--- src/rtl/tag_mem_pkg.sv ---
// Shared codes for the tag memory responder: bus RorW codes, bank one-hot selects,
// error codes and FSM states.
package tag_mem_pkg;

    localparam logic [1:0] RW_IDLE    = 2'b00;
    localparam logic [1:0] RW_READ    = 2'b01;
    localparam logic [1:0] RW_WRITE   = 2'b10;
    localparam logic [1:0] RW_ILLEGAL = 2'b11;

    localparam logic [2:0] SEL_EPC = 3'b001;
    localparam logic [2:0] SEL_S1  = 3'b010;
    localparam logic [2:0] SEL_S2  = 3'b100;

    typedef enum logic [1:0] {
        ERR_NONE = 2'b00,
        ERR_SEL  = 2'b01,
        ERR_ADDR = 2'b10,
        ERR_SEQ  = 2'b11
    } err_code_t;

    typedef enum logic [1:0] {
        ST_IDLE,
        ST_PRECH,
        ST_RECOVER
    } state_t;

    function automatic logic sel_valid(input logic [2:0] sel);
        return (sel == SEL_EPC) || (sel == SEL_S1) || (sel == SEL_S2);
    endfunction

endpackage

--- src/rtl/tag_mem_bank.sv ---
// One DEPTHx16 word bank: synchronous write, registered read with enable.
// The read register is cleared by reset; the array contents are not.
module tag_mem_bank #(
    parameter int DEPTH = 64,
    parameter int AW    = 6
) (
    input  logic          clk,
    input  logic          reset,
    input  logic          wr_en,
    input  logic          rd_en,
    input  logic [AW-1:0] addr,
    input  logic [15:0]   wr_dat,
    output logic [15:0]   rd_dat
);

    logic [15:0] mem [DEPTH];

    always_ff @(posedge clk) begin
        if (wr_en) begin
            mem[addr] <= wr_dat;
        end
    end

    always_ff @(posedge clk or posedge reset) begin
        if (reset) begin
            rd_dat <= '0;
        end else if (rd_en) begin
            rd_dat <= mem[addr];
        end
    end

endmodule

--- src/rtl/tag_mem_bank_responder.sv ---
// Memory-side responder for the precharge/sense/write bus: decodes requests into three
// word banks, returns read data one cycle after PC_B falls and flags bus-rule violations.
module tag_mem_bank_responder
    import tag_mem_pkg::*;
#(
    parameter int DEPTH   = 64,
    parameter int TIMEOUT = 8
) (
    input  logic        clk,
    input  logic        reset,
    input  logic [2:0]  mem_sel,
    input  logic [1:0]  RorW,
    input  logic [5:0]  mem_address,
    input  logic        PC_B,
    input  logic        SE,
    input  logic        WE,
    input  logic [15:0] mem_data_out,
    output logic [15:0] mem_read_in,
    output logic        mem_busy,
    output logic        mem_err,
    output logic [1:0]  err_code
);

    localparam int             AW        = (DEPTH > 1) ? $clog2(DEPTH) : 1;
    localparam int             CW        = $clog2(TIMEOUT + 1);
    localparam logic [6:0]     DEPTH_LIM = 7'(DEPTH);
    localparam logic [CW-1:0]  TMO_LAST  = CW'(TIMEOUT - 1);

    state_t          state, state_nxt;
    logic [2:0]      lat_sel;
    logic [1:0]      lat_rw;
    logic [5:0]      lat_addr;
    logic [2:0]      rd_sel;
    logic [CW-1:0]   tmo_cnt;
    err_code_t       err_q, err_nxt;
    logic            lat_ld, cnt_inc, set_err;
    logic [2:0]      rd_en, wr_en;
    logic [5:0]      acc_addr;
    logic            addr_oob;
    logic [15:0]     rd_dat [3];

    // No wrap: the full 6-bit address is range checked against DEPTH.
    assign addr_oob = {1'b0, mem_address} >= DEPTH_LIM;

    always_comb begin
        state_nxt = state;
        lat_ld    = 1'b0;
        cnt_inc   = 1'b0;
        set_err   = 1'b0;
        err_nxt   = ERR_NONE;
        rd_en     = 3'b000;
        wr_en     = 3'b000;
        acc_addr  = mem_address;
        case (state)
            ST_IDLE: begin
                if (!PC_B) begin
                    if (!sel_valid(mem_sel) || RorW == RW_ILLEGAL) begin
                        set_err   = 1'b1;
                        err_nxt   = ERR_SEL;
                        state_nxt = ST_RECOVER;
                    end else if (RorW == RW_READ || RorW == RW_WRITE) begin
                        if (addr_oob) begin
                            set_err   = 1'b1;
                            err_nxt   = ERR_ADDR;
                            state_nxt = ST_RECOVER;
                        end else begin
                            lat_ld    = 1'b1;
                            state_nxt = ST_PRECH;
                            if (RorW == RW_READ) begin
                                rd_en = mem_sel;
                            end
                        end
                    end
                end
            end
            ST_PRECH: begin
                acc_addr = lat_addr;
                // Still precharging or no strobe yet: both count toward the timeout.
                if (!PC_B || (!SE && !WE)) begin
                    if (tmo_cnt == TMO_LAST) begin
                        set_err   = 1'b1;
                        err_nxt   = ERR_SEQ;
                        state_nxt = ST_RECOVER;
                    end else begin
                        cnt_inc = 1'b1;
                    end
                end else if (SE && !WE && lat_rw == RW_READ) begin
                    state_nxt = ST_RECOVER;
                end else if (WE && !SE && lat_rw == RW_WRITE) begin
                    wr_en     = lat_sel;
                    state_nxt = ST_RECOVER;
                end else begin
                    set_err   = 1'b1;
                    err_nxt   = ERR_SEQ;
                    state_nxt = ST_RECOVER;
                end
            end
            ST_RECOVER: begin
                if (RorW == RW_IDLE && !SE && !WE) begin
                    state_nxt = ST_IDLE;
                end
            end
            default: state_nxt = ST_IDLE;
        endcase
    end

    always_ff @(posedge clk or posedge reset) begin
        if (reset) begin
            state    <= ST_IDLE;
            lat_sel  <= SEL_EPC;
            lat_rw   <= RW_IDLE;
            lat_addr <= '0;
            rd_sel   <= SEL_EPC;
            tmo_cnt  <= '0;
            mem_err  <= 1'b0;
            err_q    <= ERR_NONE;
        end else begin
            state <= state_nxt;
            if (lat_ld) begin
                lat_sel  <= mem_sel;
                lat_rw   <= RorW;
                lat_addr <= mem_address;
                tmo_cnt  <= '0;
            end else if (cnt_inc) begin
                tmo_cnt <= tmo_cnt + 1'b1;
            end
            if (rd_en != 3'b000) begin
                rd_sel <= mem_sel;
            end
            if (set_err) begin
                mem_err <= 1'b1;
                err_q   <= err_nxt;
            end
        end
    end

    for (genvar b = 0; b < 3; b++) begin : g_bank
        tag_mem_bank #(
            .DEPTH (DEPTH),
            .AW    (AW)
        ) u_bank (
            .clk    (clk),
            .reset  (reset),
            .wr_en  (wr_en[b]),
            .rd_en  (rd_en[b]),
            .addr   (acc_addr[AW-1:0]),
            .wr_dat (mem_data_out),
            .rd_dat (rd_dat[b])
        );
    end

    // Only the bank that served the last valid read drives the output, so it holds
    // across writes and errors.
    always_comb begin
        case (rd_sel)
            SEL_S1:  mem_read_in = rd_dat[1];
            SEL_S2:  mem_read_in = rd_dat[2];
            default: mem_read_in = rd_dat[0];
        endcase
    end

    assign mem_busy = (state != ST_IDLE);
    assign err_code = err_q;

endmodule

--- config.mk ---
export PLATFORM = sky130hd
export DESIGN_NAME = tag_mem_bank_responder
export DESIGN_NICKNAME = d
export VERILOG_FILES = /design/src/rtl/tag_mem_pkg.sv /design/src/rtl/tag_mem_bank.sv /design/src/rtl/tag_mem_bank_responder.sv
export SDC_FILE = /design/constraint.sdc
export NUM_CORES = 2
export LEC_CHECK = 0
export CORE_ASPECT_RATIO = 1.2
export CORE_MARGIN = 1
export CORE_UTILIZATION = 45
export CTS_CLUSTER_SIZE = 28
export DETAILED_ROUTE_END_ITERATION = 12
export HOLD_SLACK_MARGIN = 0.06
export SLEW_MARGIN = 20
export SYNTH_ARGS = -nofsm -noshare
export SYNTH_HDL_FRONTEND = slang
export SYNTH_SLANG_ARGS = --single-unit
--- constraint.sdc ---
create_clock -name clk -period 3.1 [get_ports clk]
set_input_delay 0.31 -clock clk [delete_from_list [all_inputs] [get_ports clk]]
set_output_delay 0.31 -clock clk [all_outputs]
set_load 0.02 [all_outputs]
==> impl_results.md <==
* Core Area at 0.2629 mm²
* Worst EP arrival at 4.06 ns
* Routed vias at 74810
* Crit Path Max Fanout at 15
* Worst Hold Class: in2reg
* GRT Total Usage at 29.35%
* Post-synth EDFFs at 3072
* Gpl congestion at 0.9534
* Layout cells sized above 1 at 27.08%
* Clock sink count at 3143
* Vias in the first global route at 73270
* RSZ-0062 raised after global routing: yes
* CTS Buf Count at 317
* Peak Freq at 304.8 MHz
* CP max stage cell: or3_1
* H-tree depth at 5
* Register area share after synthesis at 78.95%
* CP Cell Sequence: nand2b_4 > buf_4 > buf_12 > nand3_4 > and2_4 > buf_12 > buf_16 > o22ai_1 > o21ai_0 > buf_4 > nand4_1 > or3_1 > o32a_1
* Starting Density at 45.30%
* Routed Wire Length at 399500 µm
* Slew @ Worst Pin at 1.116 ns
* Mapped Cells at 6919
* DRC viols at 0
* Vias per cell at 6.269
* Failing checks: setup timing
* Synth Warn # at 0
* Fin worst setup slack at -0.1811 ns
* Post-synth top flop: edfxtp_1
* Post-synthesis xor/xnor area fraction at 0.02942%
* Detailed Place HPWL at 258600 µm
* Max capacitance violation total at 0
* Hold Fails Final Rpt at 0
* Clock Skews at 0.1065 ns
* First-pass GRT wire length at 553100 µm
* Area of the die at 0.2667 mm²
* Bufs on Longest Clock Path at 4
* Post-Synth Simple-Gate Area at 3.147%
* Crit path largest cell delay at 0.46 ns
* Total power at 109.2 mW
* Outcome: finished with violations
* CTS tree: yes
* Die Span Y at 565.5 µm
* Async set or reset register ratio after synthesis at 2.259%
* Antenna Nets Post-Route at 0
* Leak at 50.45 nW
* PD cells at 730.7 mW/mm²
* Initial antenna violation count at 15
* Post-synthesis mux area share at 5.456%
* Placed insts at 11220
* CP Class: reg2reg
* Critical Path Start Type: flop
* Fin cells at 11930
* P&R area growth vs syn at 25.48%
* Reg clk slew, reported paths at 0.06 ns
* Crit end category: flop
* Fill cell count at 19880
* Delay-heaviest family, CP: simple AND/OR/NAND/NOR gates
* Port bufs at 51
* Netlist cell types at 69
* Largest family of logic cells by synthesized area: compound AO/OA/AOI/OAI gates
* Yosys reg bits at 3143
* Grt ovf at 0
* Final hold slack at 0.2031 ns
* Post-route setup TNS at -1.218 ns
* FP Rows at 206
* VDD IR max at 0.5287 mV
* Synth Area in Adders at 0.04202%
* DR pass1 iterations at 6
* Boundary Pins at 52
* Nets at 8286
* Post-synthesis compound-gate area fraction at 10.59%
* Drt initial violations at 9558
* Worst rel slew slack at 25.62%
* Die W at 471.6 µm
* Clock Latency Late Sink at 0.92 ns
* Final period util at 105.8%
* Post-layout util at 56.84%
* Bufs and invs on worst path at 5
* Post-Syn Area at 0.1191 mm²
* Syn Nets at 6955
* Final Critical Period at 3.281 ns
* Post-Synthesis Mean Instance Area at 17.21 µm²
* CP required at 3.88 ns
* Final setup fails at 19
* Avg WL per Cell at 33.48 µm
* Slew Viols, Final at 0
* Clock Tree Root: clkbuf_16
* Largest net degree at the start of global routing at 113
Yosys cell counts, drive strengths merged (5+ instances only):
master	n	area [µm²]
a41oi	5	43.79
clkbuf	161	604.3
o22a	8	70.07
a31o	14	122.6
a222oi	89	890.9
nor2	280	1056
o22ai	331	2071
mux2i	630	6306
o32a	9	90.09
a21oi	247	1251
a22o	149	1305
a22oi	334	2507
nand2b	10	62.56
a31oi	153	957.2
edfxtp	3072	92250
a211oi	9	67.56
mux2	17	191.4
or2	14	87.59
dfrtp	69	1727
and3	16	100.1
nand2	328	1231
nand4	54	337.8
a221o	13	130.1
o21ai	188	940.9
nor3	76	390.4
inv	12	45.04
or3	8	50.05
nand3	41	210.2
buf	294	1476
nor4	10	62.56
and2	7	43.80
a221oi	226	1986
what timing repair did:
| action | CTS | global route |
|---|---|---|
| pin swaps | 40 | 65 |
| hold buffers | 17 | 0 |
| endpoints found under the setup margin | 112 | 125 |
| resized for setup | 232 | 187 |
| cloned | 10 | 6 |
| hold endpoints to repair | 686 | 0 |
| buffers inserted | 75 | 48 |
per-stage QoR:
stage | area, µm² | setup slack [ns]
after floorplan | 119400 | -0.2042
after global placement | 136200 | -0.7162
after detailed placement | 136200 | -0.7984
after CTS | 148200 | -0.1950
after global routing | 149400 | -0.2049
final | 149400 | -0.1811
path summary, 6_finish.rpt:
check	cells after the start	to	slack, ns	start
max	13	g_bank[0].u_bank.rd_dat[15]	-0.18	state[1]
max reg2reg	13	g_bank[0].u_bank.rd_dat[15]	-0.18	state[1]
min in group asynchronous	3	state[0]	0.46	reset
min	3	lat_rw[1]	0.20	RorW[1]
min reg2reg	1	mem_err	0.47	mem_err
max in group asynchronous	4	rd_sel[0]	1.81	reset
final cells by class:
cell class                      count  area [µm²]  share of cell area (%)
Clock inverter                    168        1538                   1.029
Antenna cell                        4       10.01                0.006698
Clock buffer                      398        8477                   5.673
Sequential cell                  3143       94030                   62.92
Tap cell                         3432        4294                   2.874
Timing Repair Buffer             1466       16400                   10.98
Inverter                           13       50.05                 0.03349
Multi-Input combinational cell   3309       24630                   16.48
where the power goes:
| group | internal, mW | switching [mW] | leakage (nW) |
|---|---|---|---|
| registers | 47.0 | 0.873 | 28.5 |
| clock network | 21.3 | 16.2 | 4.88 |
| logic | 9.83 | 13.9 | 17.1 |
| total | 78.2 | 31.0 | 50.4 |
cells by family (layout without fill, tap and decap cells):
kind of cell | after synthesis | count (layout)
buf+inv | 468 | 2045
mux | 647 | 647
other cells | 0 | 4
flops | 3143 | 3143
compound gates | 1795 | 1795
xor+xnor | 4 | 4
simple gates | 858 | 859
fa+ha+maj | 4 | 4
per-layer routing:
layer	part of all wire, %	GRT usage, %	vias up
met4	7.2	18.25	10
met1	36	36.87	38540
met3	9.3	4.892	957
met2	47	47.69	4203
li1	-	-	31110
met5	0.017	0	-
tightest hold or removal path: stages:
cell             delay, ns
clkdlybuf4s50_1       0.49
buf_4                 0.13
mux2_2                0.13
cell usage in the layout (no fill, tap or decap), types with 89 or more instances in the layout:
master     netlist  routed
a21oi_1        245     219
o22ai_1        331     328
a31oi_1        153     147
a22o_1         149     149
edfxtp_1      3072    3072
clkbuf_16        0     331
a222oi_1        89      89
a22oi_1        334     334
nor2_1         278     114
a221oi_1       225     190
mux2i_1        630     592
buf_12           0     356
nand2_1        328     321
o21ai_0        186      96
nor2_2           2     157
buf_4           27     977
registers in the layout, summed over array words and instances (netlist names):
signal and flops:
g_bank.u_bank.mem 3072, g_bank.u_bank.rd_dat 48, lat_addr 6, tmo_cnt 4
lat_sel 3, rd_sel 3, err_code 2, lat_rw 2
state 2, mem_err 1
Power figures use the tool's default switching activity.
